**src/rtl/stack_pkg.sv**
```systemverilog
// stack_pkg: shared types for the stack port arbiter
package stack_pkg;
    localparam int STACK_WIDTH = 16;
    typedef enum logic {CPU_PRI, DBG_LOCK} arb_state_t;
    typedef struct packed {
        logic change;
        logic dec;
        logic update;
    } stack_ctl_t;
endpackage

```
**src/rtl/stack_port_arbiter_if.sv**
```systemverilog
// stack_port_arbiter_if: requester, response and stack-side signals of the shared stack port
interface stack_port_arbiter_if
    import stack_pkg::*;
#(parameter int WIDTH = STACK_WIDTH);
    logic cpu_req, cpu_change, cpu_dec, cpu_update, cpu_gnt, cpu_rvalid;
    logic dbg_req, dbg_change, dbg_dec, dbg_update, dbg_lock, dbg_gnt, dbg_rvalid, dbg_starved;
    logic stk_change, stk_dec, stk_update;
    logic [WIDTH-1:0] cpu_d, dbg_d, rdata, stk_d, stk_q;
    modport slave (
        input  cpu_req, cpu_change, cpu_dec, cpu_update, cpu_d,
        input  dbg_req, dbg_change, dbg_dec, dbg_update, dbg_d, dbg_lock, stk_q,
        output cpu_gnt, cpu_rvalid, dbg_gnt, dbg_rvalid, dbg_starved, rdata,
        output stk_d, stk_change, stk_dec, stk_update
    );
    modport master (
        output cpu_req, cpu_change, cpu_dec, cpu_update, cpu_d,
        output dbg_req, dbg_change, dbg_dec, dbg_update, dbg_d, dbg_lock, stk_q,
        input  cpu_gnt, cpu_rvalid, dbg_gnt, dbg_rvalid, dbg_starved, rdata,
        input  stk_d, stk_change, stk_dec, stk_update
    );
endinterface

```
**src/rtl/stack_port_arbiter.sv**
```systemverilog
// stack_port_arbiter: shares one stack port between the CPU (priority) and the debug monitor
module stack_port_arbiter
    import stack_pkg::*;
#(
    parameter int WIDTH    = STACK_WIDTH,
    parameter int MAX_WAIT = 8,
    parameter int LOCK_MAX = 64
) (
    input logic clk,
    input logic reset,
    stack_port_arbiter_if.slave bus
);
    localparam int WW = MAX_WAIT > 0 ? $clog2(MAX_WAIT + 1) : 1;
    localparam int LW = LOCK_MAX > 0 ? $clog2(LOCK_MAX + 1) : 1;
    typedef struct packed {
        stack_ctl_t       ctl;
        logic [WIDTH-1:0] d;
    } op_t;
    arb_state_t state, state_n;
    logic [WW-1:0] wait_cnt;
    logic [LW-1:0] lock_cnt;
    logic cpu_gnt, dbg_gnt, force_dbg, cpu_rvalid, dbg_rvalid;
    op_t cpu_op, dbg_op, op;
    // grants are held low while reset is asserted so outputs clear immediately
    always_comb begin
        force_dbg = 1'b0;
        cpu_gnt   = 1'b0;
        dbg_gnt   = 1'b0;
        state_n   = state;
        if (!reset) begin
            if (state == CPU_PRI) begin
                force_dbg = bus.dbg_req && wait_cnt == WW'(MAX_WAIT);
                cpu_gnt   = bus.cpu_req && !force_dbg;
                dbg_gnt   = bus.dbg_req && !cpu_gnt;
                state_n   = dbg_gnt && bus.dbg_lock ? DBG_LOCK : CPU_PRI;
            end else begin
                dbg_gnt = bus.dbg_req;
                state_n = !bus.dbg_lock || (LOCK_MAX > 0 && lock_cnt == LW'(LOCK_MAX)) ? CPU_PRI : DBG_LOCK;
            end
        end
    end
    always_ff @(posedge clk or posedge reset) begin
        if (reset) begin
            state      <= CPU_PRI;
            wait_cnt   <= '0;
            lock_cnt   <= '0;
            cpu_rvalid <= 1'b0;
            dbg_rvalid <= 1'b0;
        end else begin
            state      <= state_n;
            cpu_rvalid <= cpu_gnt;
            dbg_rvalid <= dbg_gnt;
            wait_cnt   <= dbg_gnt || !bus.dbg_req ? '0 : wait_cnt == WW'(MAX_WAIT) ? wait_cnt : wait_cnt + 1'b1;
            lock_cnt   <= state == DBG_LOCK ? lock_cnt + 1'b1 : LW'(state_n == DBG_LOCK);
        end
    end
    assign cpu_op = {bus.cpu_change, bus.cpu_dec, bus.cpu_update, bus.cpu_d};
    assign dbg_op = {bus.dbg_change, bus.dbg_dec, bus.dbg_update, bus.dbg_d};
    assign op     = cpu_gnt ? cpu_op : dbg_gnt ? dbg_op : '0;
    assign bus.stk_change  = op.ctl.change;
    assign bus.stk_dec     = op.ctl.dec;
    assign bus.stk_update  = op.ctl.update;
    assign bus.stk_d       = op.d;
    assign bus.cpu_gnt     = cpu_gnt;
    assign bus.dbg_gnt     = dbg_gnt;
    assign bus.cpu_rvalid  = cpu_rvalid;
    assign bus.dbg_rvalid  = dbg_rvalid;
    assign bus.dbg_starved = force_dbg;
    assign bus.rdata       = bus.stk_q;
endmodule

```
**src/flat_wrapper.sv**
```systemverilog
// flat-port wrapper written by rule: the top's interface ports become plain ports
module stack_port_arbiter_flat import stack_pkg::*;
#(
    parameter int WIDTH    = STACK_WIDTH,
    parameter int MAX_WAIT = 8,
    parameter int LOCK_MAX = 64
)
  (clk, reset, bus_cpu_req, bus_cpu_change, bus_cpu_dec, bus_cpu_update, bus_cpu_d, bus_dbg_req, bus_dbg_change, bus_dbg_dec, bus_dbg_update, bus_dbg_d, bus_dbg_lock, bus_stk_q, bus_cpu_gnt, bus_cpu_rvalid, bus_dbg_gnt, bus_dbg_rvalid, bus_dbg_starved, bus_rdata, bus_stk_d, bus_stk_change, bus_stk_dec, bus_stk_update);
  stack_port_arbiter_if #(.WIDTH(WIDTH)) bus_i ();
  input logic clk;
  input logic reset;
  input wire logic [$bits(bus_i.cpu_req)-1:0] bus_cpu_req;
  input wire logic [$bits(bus_i.cpu_change)-1:0] bus_cpu_change;
  input wire logic [$bits(bus_i.cpu_dec)-1:0] bus_cpu_dec;
  input wire logic [$bits(bus_i.cpu_update)-1:0] bus_cpu_update;
  input wire logic [$bits(bus_i.cpu_d)-1:0] bus_cpu_d;
  input wire logic [$bits(bus_i.dbg_req)-1:0] bus_dbg_req;
  input wire logic [$bits(bus_i.dbg_change)-1:0] bus_dbg_change;
  input wire logic [$bits(bus_i.dbg_dec)-1:0] bus_dbg_dec;
  input wire logic [$bits(bus_i.dbg_update)-1:0] bus_dbg_update;
  input wire logic [$bits(bus_i.dbg_d)-1:0] bus_dbg_d;
  input wire logic [$bits(bus_i.dbg_lock)-1:0] bus_dbg_lock;
  input wire logic [$bits(bus_i.stk_q)-1:0] bus_stk_q;
  output wire logic [$bits(bus_i.cpu_gnt)-1:0] bus_cpu_gnt;
  output wire logic [$bits(bus_i.cpu_rvalid)-1:0] bus_cpu_rvalid;
  output wire logic [$bits(bus_i.dbg_gnt)-1:0] bus_dbg_gnt;
  output wire logic [$bits(bus_i.dbg_rvalid)-1:0] bus_dbg_rvalid;
  output wire logic [$bits(bus_i.dbg_starved)-1:0] bus_dbg_starved;
  output wire logic [$bits(bus_i.rdata)-1:0] bus_rdata;
  output wire logic [$bits(bus_i.stk_d)-1:0] bus_stk_d;
  output wire logic [$bits(bus_i.stk_change)-1:0] bus_stk_change;
  output wire logic [$bits(bus_i.stk_dec)-1:0] bus_stk_dec;
  output wire logic [$bits(bus_i.stk_update)-1:0] bus_stk_update;
  assign bus_i.cpu_req = bus_cpu_req;
  assign bus_i.cpu_change = bus_cpu_change;
  assign bus_i.cpu_dec = bus_cpu_dec;
  assign bus_i.cpu_update = bus_cpu_update;
  assign bus_i.cpu_d = bus_cpu_d;
  assign bus_i.dbg_req = bus_dbg_req;
  assign bus_i.dbg_change = bus_dbg_change;
  assign bus_i.dbg_dec = bus_dbg_dec;
  assign bus_i.dbg_update = bus_dbg_update;
  assign bus_i.dbg_d = bus_dbg_d;
  assign bus_i.dbg_lock = bus_dbg_lock;
  assign bus_i.stk_q = bus_stk_q;
  assign bus_cpu_gnt = bus_i.cpu_gnt;
  assign bus_cpu_rvalid = bus_i.cpu_rvalid;
  assign bus_dbg_gnt = bus_i.dbg_gnt;
  assign bus_dbg_rvalid = bus_i.dbg_rvalid;
  assign bus_dbg_starved = bus_i.dbg_starved;
  assign bus_rdata = bus_i.rdata;
  assign bus_stk_d = bus_i.stk_d;
  assign bus_stk_change = bus_i.stk_change;
  assign bus_stk_dec = bus_i.stk_dec;
  assign bus_stk_update = bus_i.stk_update;
  stack_port_arbiter #(.WIDTH(WIDTH), .MAX_WAIT(MAX_WAIT), .LOCK_MAX(LOCK_MAX)) u_core (.clk(clk), .reset(reset), .bus(bus_i));
endmodule
```
**config.mk**
```make
export PLATFORM = sky130hd
export DESIGN_NAME = stack_port_arbiter_flat
export DESIGN_NICKNAME = d
export VERILOG_FILES = /design/src/rtl/stack_pkg.sv /design/src/rtl/stack_port_arbiter_if.sv /design/src/rtl/stack_port_arbiter.sv /design/src/flat_wrapper.sv
export SDC_FILE = /design/constraint.sdc
export NUM_CORES = 1
export LEC_CHECK = 0
export ABC_AREA = 1
export CORE_MARGIN = 1.5
export CORE_UTILIZATION = 36
export CTS_BUF_LIST = sky130_fd_sc_hd__clkbuf_4
export DETAILED_ROUTE_END_ITERATION = 10
export PLACE_DENSITY = 0.94
export SYNTH_ARGS = -nofsm -noshare
export SYNTH_HDL_FRONTEND = slang
export SYNTH_SLANG_ARGS = --single-unit
```
**constraint.sdc**
```tcl
create_clock -name clk -period 3 [get_ports clk]
set_clock_uncertainty 0.15 [all_clocks]
set_input_delay 0.3 -clock clk [delete_from_list [all_inputs] [get_ports clk]]
set_output_delay 0.3 -clock clk [all_outputs]
set_load 0.01 [all_outputs]
```
==> run summary, run 1 <==
The vertical die dimension was 60.07 µm; the total number of H-tree levels was 1. Data arrives at the worst endpoint at 2.25 ns. The library cell used most frequently in the layout, excluding fill and tap cells, is sky130_fd_sc_hd__clkdlybuf4s50_1. The critical path is of the reg -> out type.

The cell type with the largest total area after synthesis was sky130_fd_sc_hd__dfrtp_1. For the worst slew margin relative to its limit, the log shows 73.12%. Across every metal layer, demand over resource in global routing totals 16.42%. Cells fill 57.40% of the core in the end. Combinational logic burns 37.9% of the power. The placed wire-length estimate after detailed placement came out at 2308 µm. The remaining number of nets flagged by the antenna check after routing was 0; the share of the cycle needed by the critical path after routing was 90.00%. The internal power of the cells totals 356.2 µW. The area growth from synthesis to layout is 50.69%, and the number of cells produced by synthesis is 173. The run gives 0.3704 GHz as the highest attainable clock frequency. For the minimum setup slack among reg-to-reg paths, the log shows 1.20 ns.

The root buffer cell chosen for the clock tree is sky130_fd_sc_hd__clkbuf_4. The power after layout is 508.8 µW, and the buffers plus inverters on the worst setup path is 2. Destination of the worst register-to-register timing path: u_core.wait_cnt[0]. The first global-routing pass estimated 4567 µm of wire.

The run gives 1120 as the number of global-route vias before repair. The run gives 0 as the final-report hold violation count. The quantity of hold-fixing buffers added after cts was 0; the required time of the critical path was 2.55 ns. After detailed routing, the total wire length is 2915 µm.

For the largest net degree at the start of global routing, the log shows 21. For the number of max-slew violations in the final report, the log shows 0. After synthesis, the share of cell area in mux cells is 0%. The detailed router finished its first iteration with 17 violations. In this run the critical register-to-register path is launched from u_core.wait_cnt[0]. Cell family contributing the most delay on the critical path: buffers and inverters. STA classifies the critical path startpoint as a flip-flop. The share of Yosys cell area claimed by the top area cell type came out at 29.88%.

Summing the sequential cell areas from Yosys gives 29.88% of the chip area. TritonCTS built the clock tree. The die covers 3608 µm². The worst path meets setup with 0.3001 ns of slack. Cells with a size suffix above 1 make up 6.306% of the layout. The worst path needs 2.700 ns of the cycle, external delays included. The top-level I/O count was 99; the switching part of the total was 29.98%.

The die is 60.07 µm wide. Clock-pin slew was measured on the worst setup and hold paths at 0.08 ns. Kind of capture point of the worst setup path: a primary output. The run finished with clean final reports.

In this run the worst path has a maximum fanout of 20. Among all stages on the critical path, the largest delay is contributed by sky130_fd_sc_hd__clkdlybuf4s50_1. The longest individual stage delay on the worst path is 0.56 ns.

Measured in cells, the most critical reg-to-reg path has a length of 7. The synthesized netlist devotes 2.241% of its cell area to XOR and XNOR gates. Counting the fill cells in the layout gives 266.

For this run, the number of Yosys warnings is 0. By area, the combinational part of the netlist is dominated by buffers and inverters. The sequential cell fraction of total power is 41.1%, and the average footprint of a synthesized cell is 6.777 µm². The detailed-routing iteration count for the pre-antenna-repair pass was 4; the count of port buffers added during placement was 66. After global routing the overflow that remains totals 0. Setup repair after global routing left no endpoint under its margin. The slew at the pin with the worst max-slew slack is 0.4028 ns, and the mapped cell area is 1172 µm².

Summing the areas of all compound-gate instances in the mapped netlist gives 11.53% of the synthesized area. The clock network burns 21.0% of the power. The net count after synthesis was 236; the antenna diode count was 0. The logs give 0 for the number of max-cap violations and 0.8404 nW for the static leakage.

The run gives 0 as the number of remaining DRC errors. The signal on the critical path passes through inv_1, ha_1, nand4_2, nand3_2, nand3_1, o21ai_0, clkdlybuf4s50_1. In this run, CTS created clock tree buffers numbering 3. By area the synthesized netlist is led by sky130_fd_sc_hd__dfrtp_1, sky130_fd_sc_hd__buf_4, sky130_fd_sc_hd__inv_1.

The switching power was 152.5 µW. The power per cell area was 288.0 nW/µm². In the layout the commonest cells are sky130_fd_sc_hd__clkdlybuf4s50_1, sky130_fd_sc_hd__inv_1, sky130_fd_sc_hd__nand3_1. Setup total negative slack on the finished layout was measured at 0 ns. Timing analysis after detailed placement gives a worst setup slack of 0.3510 ns.

Path type of the worst min-delay path: in -> async. The post-detailed-route via-to-cell ratio is 4.586, and the number of antenna violations at the first check in global routing is 0. The detailed router placed 1220 vias in this run. Effective utilization at floorplan: 38.09%. The synthesized netlist devotes 4.269% of its cell area to adder and majority cells. The run gives 0 as the total of endpoints with negative setup slack in the final report. After synthesis the netlist holds a flip-flop and latch count of 14. The fraction of the mapped netlist area in simple logic gates is 25.40%, and the maximum buffer depth of the clock tree is 2. Once the clock tree was built, the setup fixing pass inserted 0 buffers.

Across the VDD grid, the largest voltage drop is 0.2884 mV. Counting every sink on the clock net gives 14. The run gives 3078 µm² as the area of the core. The net count of the finished layout is 287. The floorplan has 20 rows.

After synthesis, the netlist uses 20 different library cells. The congestion estimate from routability-driven global placement came to 0.7915. Final hold analysis gives a worst-case slack of 0.2680 ns. In the final routed layout, each cell accounts on average for 10.96 µm.

The number of gates resized after CTS was 0. Clock latency on the worst-skew pair, taken at its later pin, is 0.28 ns.
flip-flops by register name (all words and copies together), names as in the netlist:
register               flops
u_core.bus.cpu_rvalid      1
u_core.wait_cnt            4
u_core.bus.dbg_rvalid      1
u_core.state               1
u_core.lock_cnt            7
how the worst max path moves through the flow:
stage	start	endpoint	slack, ns	depth (start not counted)
6_report	u_core.wait_cnt[0]	bus_stk_d[3]	0.30	7
2_1_floorplan	u_core.wait_cnt[0]	bus_stk_change	1.24	6
3_3_place_gp	bus_dbg_req	bus_stk_d[12]	0.41	6
4_1_cts	u_core.wait_cnt[0]	bus_stk_d[9]	0.28	7
3_5_place_dp	bus_dbg_req	bus_stk_d[3]	0.35	6
5_1_grt	u_core.wait_cnt[0]	bus_stk_d[3]	0.11	7
power groups by stage:
stage	Clock (mW)	Combinational, mW	Sequential, mW
final	0.107	0.193	0.209
after global routing	0.116	0.213	0.211
after CTS	0.109	0.195	0.209
after detailed placement	0	0.194	0.213
after global placement	0	0.190	0.212
after floorplan	0	0.109	0.209
synthesized netlist by cell type:
master	n
sky130_fd_sc_hd__inv_1	36
sky130_fd_sc_hd__o21ai_0	10
sky130_fd_sc_hd__buf_6	1
sky130_fd_sc_hd__nand3_2	1
sky130_fd_sc_hd__dfrtp_1	14
sky130_fd_sc_hd__buf_4	18
sky130_fd_sc_hd__nor3_1	2
sky130_fd_sc_hd__xor2_1	3
sky130_fd_sc_hd__nand2_2	2
sky130_fd_sc_hd__ha_1	4
sky130_fd_sc_hd__nor2_1	10
sky130_fd_sc_hd__inv_2	3
sky130_fd_sc_hd__buf_2	4
sky130_fd_sc_hd__nand4_2	1
sky130_fd_sc_hd__a21oi_1	5
sky130_fd_sc_hd__o21ai_1	12
sky130_fd_sc_hd__nand2_1	19
sky130_fd_sc_hd__nand4_1	2
sky130_fd_sc_hd__nor2_2	1
sky130_fd_sc_hd__nand3_1	25
metal layers:
layer  vias to the layer above  GRT usage [%]  share of wire, %
met1                       547          20.40                43
met3                         8          3.030               5.4
met5                         -              0                 0
li1                        623              -                 -
met2                        42          27.95                50
met4                         0          6.349               1.0
per-stage QoR:
stage / std cells / instance area [µm²]
floorplan: 173 / 1172
global placement: 263 / 1744
detailed placement: 263 / 1744
CTS: 266 / 1767
global route: 266 / 1767
finish: 266 / 1767
final cells by class:
type                            instances  area [µm²]  share of cell area, %
Tap cell                               44       55.05                  3.116
Multi-Input combinational cell         97       509.2                  28.82
Clock buffer                            3       22.52                  1.275
Timing Repair Buffer                   69       683.2                  38.67
Inverter                               39       146.4                  8.286
Sequential cell                        14       350.3                  19.83
tightest hold or removal path: stages:
cell	delay [ns]
sky130_fd_sc_hd__clkdlybuf4s50_1	0.45
sky130_fd_sc_hd__inv_1	0.09
sky130_fd_sc_hd__buf_4	0.23
cells by family (layout without fill, tap and decap cells):
family	Yosys count	count (layout)
fa+ha+maj	4	4
compound gates	27	27
buf+inv	62	111
flops	14	14
xor+xnor	3	3
simple gates	63	63
No activity file was read; power rests on OpenSTA's default activity.
==> inputs of run 2 (changes only) <==
--- a/config.mk
+++ b/config.mk
@@ -7,10 +7,10 @@
 export LEC_CHECK = 0
 export ABC_AREA = 1
 export CORE_MARGIN = 1.5
-export CORE_UTILIZATION = 36
+export CORE_UTILIZATION = 25
 export CTS_BUF_LIST = sky130_fd_sc_hd__clkbuf_4
 export DETAILED_ROUTE_END_ITERATION = 10
-export PLACE_DENSITY = 0.94
+export PLACE_DENSITY = 0.7
 export SYNTH_ARGS = -nofsm -noshare
 export SYNTH_HDL_FRONTEND = slang
 export SYNTH_SLANG_ARGS = --single-unit
==> run summary, run 2 (synthesis gave the netlist of run 1 again) <==
The flow ran to the end, but the final reports show violations. The final reports fail on DRC. Area of the core: 4444 µm² (+44%). In the final layout, the registers with the most flip-flops are u_core.lock_cnt (7), u_core.wait_cnt (4).

The sequential cell fraction of total power was 40.7% (-0.4 points). The share of the cycle needed by the critical path after routing was 91.32% (+1.3 points); the total number of H-tree levels was 1 (unchanged). The die area was 5109 µm² (+42%). The slowest stage of the critical path is the sky130_fd_sc_hd__clkdlybuf4s50_1 cell.

The tools report the required time of the critical path as 2.55 ns (about the same). u_core.lock_cnt holds more flip-flops than any other register. The static leakage is 0.8419 nW (+0.19%), and the vertical die dimension is 71.48 µm (+19%).

The run gives 0 (unchanged) as the total of endpoints with negative setup slack in the final report. The number of antenna violations at the first check in global routing was 0 (unchanged); the effective utilization at floorplan was 26.38% (-12 points). The worst slack at placement is 0.3244 ns (-0.02661 ns). Detailed route wirelength on metal2: 1461 µm (-0.27%). For the first-pass GRT wire length, the log shows 4995 µm (+9.4%).

The minimum period implied by the final worst setup slack is 2.740 ns (+0.03982 ns), and the top-level I/O count is 99 (unchanged). The number of gates resized after CTS was 0 (unchanged); the total global-route track usage was 11.94% (-4.5 points). The clock transition time at the flip-flop clock pins of the worst setup and hold paths is 0.09 ns (about the same). The switching part of the total was 30.25% (+0.27 points).

Setup repair after global routing left no endpoint under its margin. The clock sink total was 14 (unchanged). The power per cell area is 288.4 nW/µm² (+0.16%). The top metal layer carrying routed signals was met4. The signal on the critical path passes through inv_1, ha_1, nand4_2, nand3_2, nand3_1, o21ai_1, clkdlybuf4s50_1. The highest attainable clock frequency was 0.3650 GHz (-1.5%); the detailed-route via count was 1208 (-0.98%). The number of remaining DRC errors came out at 1 (+1). For the total wire length, the log shows 3046 µm (+4.5%).

The power after layout came out at 513.6 µW (+0.94%). The flip-flop count of the largest register after layout was 7 (unchanged). The remaining global-route overflow is 0 (unchanged), and the internal power of the cells is 358.2 µW (+0.55%). Switching power: 155.4 µW (+1.9%). The post-route non-filler standard cell count was 275 (+3.4%).

Relative to the synthesized area, the layout overhead comes to 51.87%. The run gives 8 (+4) as the detailed-routing iteration count for the pre-antenna-repair pass. The critical path in this run is classified as reg -> out. The run gives 287 (unchanged) as the final net count. The run gives 24 (+20%) as the number of cell rows. The tools report the number of max-slew violations in the final report as 0 (unchanged).

The logs give 0.7545 (-4.7%) for the final weighted congestion in routability-driven placement and 271 (+3.0%) for the cell count after placement. The quantity of hold-fixing buffers added after cts is 0 (unchanged). TritonCTS built the clock tree. The logs give 0 (unchanged) for the antenna diode count and 37.5% (-0.4 points) for the fraction of power consumed by combinational cells. The maximum buffer depth of the clock tree is 2 (unchanged), and the number of buffers created by CTS is 3 (unchanged). Maximum resistive drop on vdd: 0.2920 mV (+1.3%). The sequential cell area in the final layout was 350.3 µm² (unchanged); the average wire length per cell after detail routing was 11.08 µm (+1.1%).

The longest individual stage delay on the worst path came out at 0.56 ns (about the same). The worst-path maximum fanout was 20 (unchanged). The run gives 0.2603 ns (-0.03982 ns) as the final setup slack of the worst path.

The number of max-cap violations is 0 (unchanged). The logs give 0 (unchanged) for the remaining number of nets flagged by the antenna check after routing and 227 µm (+45%) for the length of routed met3 wiring. For the clock latency on the worst-skew pair, the log shows 0.29 ns (about the same).

The setup TNS after final layout came out at 0 ns (unchanged). The root buffer cell chosen for the clock tree is sky130_fd_sc_hd__clkbuf_4. The number of global-route vias before repair is 1121 (+0.089%).

In the layout the commonest cells are sky130_fd_sc_hd__clkdlybuf4s50_1, sky130_fd_sc_hd__inv_1, sky130_fd_sc_hd__nand3_1. The detailed-route wire length on metal 1 is 1352 µm (+7.2%), and the width of the die is 71.48 µm (+19%). The tools report the final-report hold violation count as 0 (unchanged). The post-CTS repair timing setup buffer count is 0 (unchanged), and the post-route worst hold slack is 0.2890 ns (+0.02099 ns). Largest net degree at the start of global routing: 22 (+4.8%). The detailed router's first-iteration violation count is 22 (+5). Post-detailed-route via-to-cell ratio: 4.393 (-4.2%). STA classifies the critical path startpoint as a flip-flop. The worst endpoint data arrival time was 2.29 ns (+0.04 ns). The slew at the pin with the worst max-slew slack works out to 0.4129 ns (+0.01010 ns). The proportion of power drawn by the clock network is 21.7% (+0.7 points). The tools report the filler cell count in the final layout as 465 (+75%). The area of the multi-input gates was 509.2 µm² (unchanged). The placed wire-length estimate after detailed placement came out at 2332 µm (+1.0%). The tools report the worst slew margin relative to its limit as 72.44% (-0.67 points).

The library cell used most frequently in the layout, excluding fill and tap cells, is sky130_fd_sc_hd__clkdlybuf4s50_1. The count of port buffers added during placement was 66 (unchanged). In this run the worst hold path is classified as in -> async. Proportion of layout cells with a drive suffix above 1: 6.278% (-0.028 points). The kind of capture point of the worst setup path was a primary output.
-- run 2: stage by stage --
step,utilization [%],area [µm²]
2_1_floorplan,-,1172
3_3_place_gp,39.47,1754
3_5_place_dp,39.47,1754
4_1_cts,40.06,1780
5_1_grt,40.06,1780
6_report,40.06,1780
-- run 2: power groups by stage --
stage	clock [mW]	combinational (mW)	sequential, mW
after global placement	0	0.192	0.212
final	0.111	0.193	0.209
after floorplan	0	0.109	0.209
after CTS	0.117	0.195	0.209
after detailed placement	0	0.194	0.213
after global routing	0.124	0.215	0.211
-- run 2: layer usage --
layer	track usage, %	vias to the layer above
met5	0	-
met4	0.8386	0
met3	4.360	2
met2	19.52	34
met1	15.90	550
li1	-	622
-- run 2: final cells by class --
| class | instances | share of cell area (%) |
|---|---|---|
| Timing Repair Buffer | 69 | 38.37 |
| Multi-Input combinational cell | 97 | 28.60 |
| Sequential cell | 14 | 19.68 |
| Inverter | 39 | 8.222 |
| Tap cell | 52 | 3.654 |
| Clock buffer | 3 | 1.265 |
| Clock inverter | 1 | 0.2108 |
-- run 2: worst paths after layout --
kind | start | end | slack [ns] | cells past startpoint
worst max-delay path | u_core.wait_cnt[0] | bus_stk_d[9] | 0.26 | 7
worst min-delay path | reset | u_core.state | 0.29 | 3
worst max register to register | u_core.wait_cnt[0] | u_core.wait_cnt[3] | 1.18 | 7
worst min register to register | u_core.lock_cnt[6] | u_core.lock_cnt[6] | 0.40 | 2
max in group asynchronous | reset | u_core.wait_cnt[0] | 2.22 | 3
min in group clk | u_core.lock_cnt[6] | u_core.lock_cnt[6] | 0.40 | 2
-- run 2: worst max-delay path, delay by kind of cell, from the launching register on --
kind / cells / cell delay [ns]
buffers and inverters: 2 / 0.64
adders and majority gates: 1 / 0.20
AOI/OAI and AO/OA: 1 / 0.10
DFF: 1 / 0.42
and+or+nand+nor: 3 / 0.65
==> inputs of run 3 (changes only) <==
--- a/config.mk
+++ b/config.mk
@@ -6,7 +6,7 @@
 export NUM_CORES = 1
 export LEC_CHECK = 0
 export ABC_AREA = 1
-export CORE_MARGIN = 1.5
+export CORE_MARGIN = 2
 export CORE_UTILIZATION = 25
 export CTS_BUF_LIST = sky130_fd_sc_hd__clkbuf_4
 export DETAILED_ROUTE_END_ITERATION = 10
==> constraint.sdc (replaced) <==
create_clock -name clk -period 3.4 [get_ports clk]
set_clock_uncertainty 0.15 [all_clocks]
set_input_delay 0.34 -clock clk [delete_from_list [all_inputs] [get_ports clk]]
set_output_delay 0.34 -clock clk [all_outputs]
set_load 0.01 [all_outputs]
==> run summary, run 3 (synthesis gave the netlist of run 1 again) <==
The remaining global-route overflow was 0 (unchanged); the effective utilization at floorplan was 26.38% (unchanged). The number of antenna violations at the first check in global routing was 0 (unchanged). Final setup slack of the worst path: 0.6662 ns (+0.4059 ns). The library cell used most frequently in the layout, excluding fill and tap cells, is sky130_fd_sc_hd__clkdlybuf4s50_1. The number of max-cap violations was 0 (unchanged); the area of the core was 4444 µm² (unchanged). Ranked by flip-flop count, first place goes to u_core.lock_cnt. The largest net degree at the start of global routing is 22 (unchanged), and the longest individual stage delay on the worst path is 0.56 ns (about the same). The kind of capture point of the worst setup path was a primary output.

The run gives 28 (+27%) as the detailed router's first-iteration violation count. Startpoint-to-endpoint class of the critical path: reg -> out. The clock root buffer master was sky130_fd_sc_hd__clkbuf_4. In the final layout, the registers with the most flip-flops are u_core.lock_cnt (7), u_core.wait_cnt (4). The tools report the remaining number of nets flagged by the antenna check after routing as 0 (unchanged). The slew at the pin with the worst max-slew slack was 0.4117 ns (-0.001157 ns).

The power per cell area was 250.0 nW/µm² (-13%). The vertical die dimension was 72.48 µm (+1.4%). The worst-path maximum fanout was 20 (unchanged); the placed wire-length estimate after detailed placement was 2386 µm (+2.3%). The worst hold path belongs to the class in -> async. The proportion of layout cells with a drive suffix above 1 is 6.306% (+0.028 points), and the flip-flop count of the largest register after layout is 7 (unchanged). The flow ran to the end, and the final reports show no timing, DRC or antenna violations. For the placed instance area, the log shows 1754 µm² (unchanged). The logs give 1777 µm² (-0.21%) for the post-route cell area and 274 (-0.36%) for the post-route non-filler standard cell count. Final-report hold violation count: 0 (unchanged). The detailed-route via count is 1191 (-1.4%), and the final net count is 287 (unchanged).

Worst slew margin relative to its limit: 72.52% (+0.077 points). For the top-level I/O count, the log shows 99 (unchanged). Traced cell by cell, the critical path runs through inv_1, ha_1, nand4_2, nand3_2, nand3_1, o21ai_0, clkdlybuf4s50_1. For the clock latency on the worst-skew pair, the log shows 0.27 ns (-0.02 ns).

The logs give 14 (unchanged) for the clock sink total and 11.27% (-0.67 points) for the total global-route track usage. Detailed-routing iteration count for the pre-antenna-repair pass: 4 (-4). Based on the critical path, the design can be clocked at up to 0.3658 GHz.

The tools report the maximum buffer depth of the clock tree as 2 (unchanged). The setup TNS after final layout came out at 0 ns (unchanged). The antenna diode count is 0 (unchanged). The run gives 0 (unchanged) as the quantity of hold-fixing buffers added after cts. TritonCTS built the clock tree.

The die area came out at 5253 µm² (+2.8%). For the number of buffers created by CTS, the log shows 3 (unchanged). The area growth from synthesis to layout is 51.55%. The share of the cycle needed by the critical path after routing was 80.41%; the final weighted congestion in routability-driven placement was 0.7120 (-5.6%). Cell count after placement: 271 (unchanged).

The total number of H-tree levels is 1 (unchanged). The tools report the first-pass GRT wire length as 4809 µm (-3.7%). For the maximum resistive drop on vdd, the log shows 0.2591 mV (-11%). The library cells used most frequently in the layout, excluding fill and tap cells, are sky130_fd_sc_hd__clkdlybuf4s50_1, sky130_fd_sc_hd__inv_1, sky130_fd_sc_hd__nand3_1.

Setup repair after global routing left no endpoint under its margin. The worst endpoint data arrival time was 2.24 ns (-0.05 ns). The worst slack at placement is 0.6531 ns (+0.3287 ns), and the number of remaining DRC errors is 0 (-1). The clock transition time at the flip-flop clock pins of the worst setup and hold paths works out to 0.08 ns (about the same).

The total wire length is 2984 µm (-2.0%), and the width of the die is 72.48 µm (+1.4%). The average wire length per cell after detail routing was 10.89 µm (-1.7%); the power after layout was 444.2 µW (-14%). The tools report the required time of the critical path as 2.91 ns (+0.36 ns).

The count of port buffers added during placement was 66 (unchanged); the number of global-route vias before repair was 1100 (-1.9%). The post-detailed-route via-to-cell ratio was 4.347 (-1.0%). The category of the worst setup path launch point was a flip-flop. Post-CTS repair timing setup buffer count: 0 (unchanged).

The run gives 0 (unchanged) as the total of endpoints with negative setup slack in the final report. The smallest clock period supported by the final layout is computed as 2.734 ns. The largest individual stage delay along the critical path comes from the cell sky130_fd_sc_hd__clkdlybuf4s50_1. For the number of gates resized after CTS, the log shows 0 (unchanged). The number of max-slew violations in the final report was 0 (unchanged).

The tools report the static leakage as 0.8404 nW (-0.19%). Number of cell rows: 24 (unchanged).
==> run 3: cell count changes in the layout (fill, tap and decap cells not counted), sizes merged <==
cell and change:
clkinv -1
==> run 3: routing by layer <==
metal | GRT usage [%] | wire, µm | share of wire [%]
met1 | 14.89 | 1308 | 44
met2 | 18.86 | 1478 | 50
met3 | 3.750 | 196 | 6.6
met4 | 0.6173 | 0 | 0
met5 | 0 | 0 | 0
==> run 3: layout make-up <==
class	instances	area, µm²
multi-input cells	97	509.2
clock buffers	3	22.52
inverters	39	146.4
well taps	52	65.06
repair buffers	69	683.2
flip-flops and latches	14	350.3
fillers	463	2668
==> run 3: worst max-delay path: cells and delay by family (launching register included) <==
family,cells,cell delay [ns]
flip-flops,1,0.42
adder cells (fa/ha/maj),1,0.17
AND/OR/NAND/NOR,3,0.64
buffers and inverters,2,0.63
AO/OA/AOI/OAI,1,0.11
==> run 3: final timing paths <==
check	startpoint	to	slack, ns	cells after the start
max in group asynchronous	reset	u_core.wait_cnt[2]	2.59	3
worst max-delay path	u_core.wait_cnt[0]	bus_stk_d[3]	0.67	7
min in group clk	u_core.lock_cnt[6]	u_core.lock_cnt[6]	0.40	2
worst max register to register	u_core.wait_cnt[0]	u_core.wait_cnt[3]	1.63	7
worst min register to register	u_core.lock_cnt[6]	u_core.lock_cnt[6]	0.40	2
worst min-delay path	reset	u_core.lock_cnt[6]	0.33	3
==> run 3: power breakdown <==
part / internal (mW) / switching [mW] / leakage, nW
Clock: 0.0410 / 0.0489 / 0.0138
Sequential: 0.175 / 0.00913 / 0.189
Combinational: 0.0982 / 0.0719 / 0.637
==> run 3: per-stage QoR <==
stage	hold WS, ns	utilization (%)
finish	0.3323	39.98
detailed placement	0.3885	39.47
global placement	0.3731	39.47
floorplan	0.1037	-
global route	0.3577	39.98
CTS	0.3352	39.98
==> edit: new RTL, flow settings as in run 1 <==
`MAX_WAIT` is set to 8 in 2 places; all go to 32.
--- a/src/rtl/stack_port_arbiter.sv
+++ b/src/rtl/stack_port_arbiter.sv
@@ -5,3 +5,3 @@
     parameter int WIDTH    = STACK_WIDTH,
-    parameter int MAX_WAIT = 8,
+    parameter int MAX_WAIT = 32,
     parameter int LOCK_MAX = 64
--- a/src/flat_wrapper.sv
+++ b/src/flat_wrapper.sv
@@ -4,3 +4,3 @@
     parameter int WIDTH    = STACK_WIDTH,
-    parameter int MAX_WAIT = 8,
+    parameter int MAX_WAIT = 32,
     parameter int LOCK_MAX = 64
Check against the original RTL: not equivalent (Yosys sat finds a counterexample within 10 cycles, from zero or initial values and one cycle with reset high).
==> edit against run 1 <==
Sequential cell count increased by 2; via count decreased by 0.25%; area after synthesis increased by 6.3%; worst setup slack got worse by 44 ps; critical path depth increased by 4; final area increased by 4.0%; total power increased by 1.2%; wire length increased by 7.2%; register-to-register slack improved by 230 ps; critical path type unchanged; critical endpoint is now bus_stk_d[5]; largest cell class unchanged; largest power group unchanged.
==> edit: results (changes against run 1) <==
Run status
  • Status: complete, no violations

Route
  • 1st-iter DRT viols: 25 (+8)
  • Detailed-route via count: 1217 (-0.25%)
  • DR WL/cell: 11.6 um (+6.0%)

Setup path
  • Setup crit start kind: register
  • R2R setup slack: 1430 ps (+230 ps)
  • Worst r2r path cells: 8 (+1)
  • Worst-path fanout max: 21 (+5.0%)
  • Crit path arrival time: 2290 ps (+40 ps)
  • Crit Reg-Reg Endpoint: u_core.bus.dbg_rvalid
  • Critical Path End: bus_stk_d[5]

Timing
  • Slew headroom: 76.9% (+3.8 points)

GRT
  • First-pass GRT wire length: 4.45 mm (-2.6%)
  • Gr usage total: 15.3% (-1.1 points)
  • Number of global-route vias before repair: 1070 (-4.5%)
  • Largest net degree at the start of global routing: 22 (+4.8%)
  • Initial antenna violation count: 0 (unchanged)

Pwr
  • Switch share: 27.6% (-2.4 points)
  • P_leak: 0.000854 uW (+1.7%)
  • Maximum vdd ir drop: 203 uV (-30%)

Layout
  • Final #Nets: 287 (unchanged)
  • Share of layout cells above drive strength 1: 9.42% (+3.1 points)
  • Biggest regs: u_core.lock_cnt x7, u_core.wait_cnt x6
  • Fillers: 325 (+22%)

Place
  • RePlAce Congestion: 0.873 (+10%)
  • Final HPWL DP: 2.58 mm (+12%)
  • Area after DPL: 0.00181 mm^2 (+3.8%)

Logic synthesis
  • Top cells by count, synth: nand2_1, buf_4, dfrtp_1, inv_1, nor2_1
  • Netlist cell types: 24 (+20%)
  • Seq/Total Area, Yosys: 32.1% (+2.2 points)
  • Synth top area cells: dfrtp_1, nand2_1, buf_4, nand2_2, inv_1
  • Syn_nets: 235 (-0.42%)

CTS
  • CTS Root Cell: clkbuf_4
## edit: cell count changes after synthesis, moves of 4 or more
cell and delta:
inv_1 -20, o21ai_1 -12, nand3_1 -18, o21ai_0 -4, nand2_1 +39, nand2_2 +8
## edit: cell type report
cell class / count / area [um^2] / share of cell area (%)
Timing Repair Buffer: 68 / 676 / 36.8
Inverter: 17 / 66.3 / 3.61
Tap cell: 46 / 57.6 / 3.13
Clock buffer: 3 / 22.5 / 1.23
Clock inverter: 1 / 3.75 / 0.204
Sequential cell: 16 / 400 / 21.8
Multi-Input combinational cell: 118 / 611 / 33.2
## edit: cell families (layout without fill, tap and decap cells)
group                    after synthesis  in the layout  share of synthesized area (%)
AO/OA/AOI/OAI                         13             13                           5.82
XOR/XNOR                               5              5                           3.51
buffers and inverters                 38             89                           18.9
flip-flops                            16             16                           32.1
adder cells (fa/ha/maj)                4              4                           4.02
AND/OR/NAND/NOR                       96             96                           35.6
## edit: per-layer routing
layer	up-vias	global-route usage (%)	part of all wire, %
li1	617	-	-
met1	555	17.0	37
met2	43	29.6	55
met3	2	3.31	7.3
met4	0	3.04	0.35
met5	-	0	0
## edit: worst max-delay path: cells and delay by family, from the launching register on
| family | cells | cell delay [ps] |
|---|---|---|
| buf+inv | 4 | 960 |
| flops | 1 | 420 |
| simple gates | 6 | 490 |
| fa+ha+maj | 1 | 150 |
## edit: stage by stage
stage          cells  worst slack, ps  hold WS, ps
3_5_place_dp     265              400          304
2_1_floorplan    172             1250         88.8
5_1_grt          269             82.0          199
6_report         269              256          198
3_3_place_gp     265              470          297
4_1_cts          269              215          184
## edit: power by group through the flow
stage / logic [uW] / clock network (uW) / registers, uW
after floorplan: 91.0 / 0 / 232
after global placement: 169 / 0 / 234
after detailed placement: 173 / 0 / 235
after CTS: 174 / 117 / 231
after global routing: 189 / 127 / 232
final: 172 / 112 / 231
## edit: how the worst min path moves through the flow
stage          slack [ps]  cells after the start               start               endpoint
2_1_floorplan          90                      1               reset  u_core.bus.cpu_rvalid
3_3_place_gp          300                      1  u_core.lock_cnt[6]     u_core.lock_cnt[6]
3_5_place_dp          300                      1  u_core.lock_cnt[6]     u_core.lock_cnt[6]
4_1_cts               180                      2               reset     u_core.wait_cnt[1]
5_1_grt               200                      2               reset     u_core.wait_cnt[1]
6_report              200                      2               reset     u_core.wait_cnt[1]
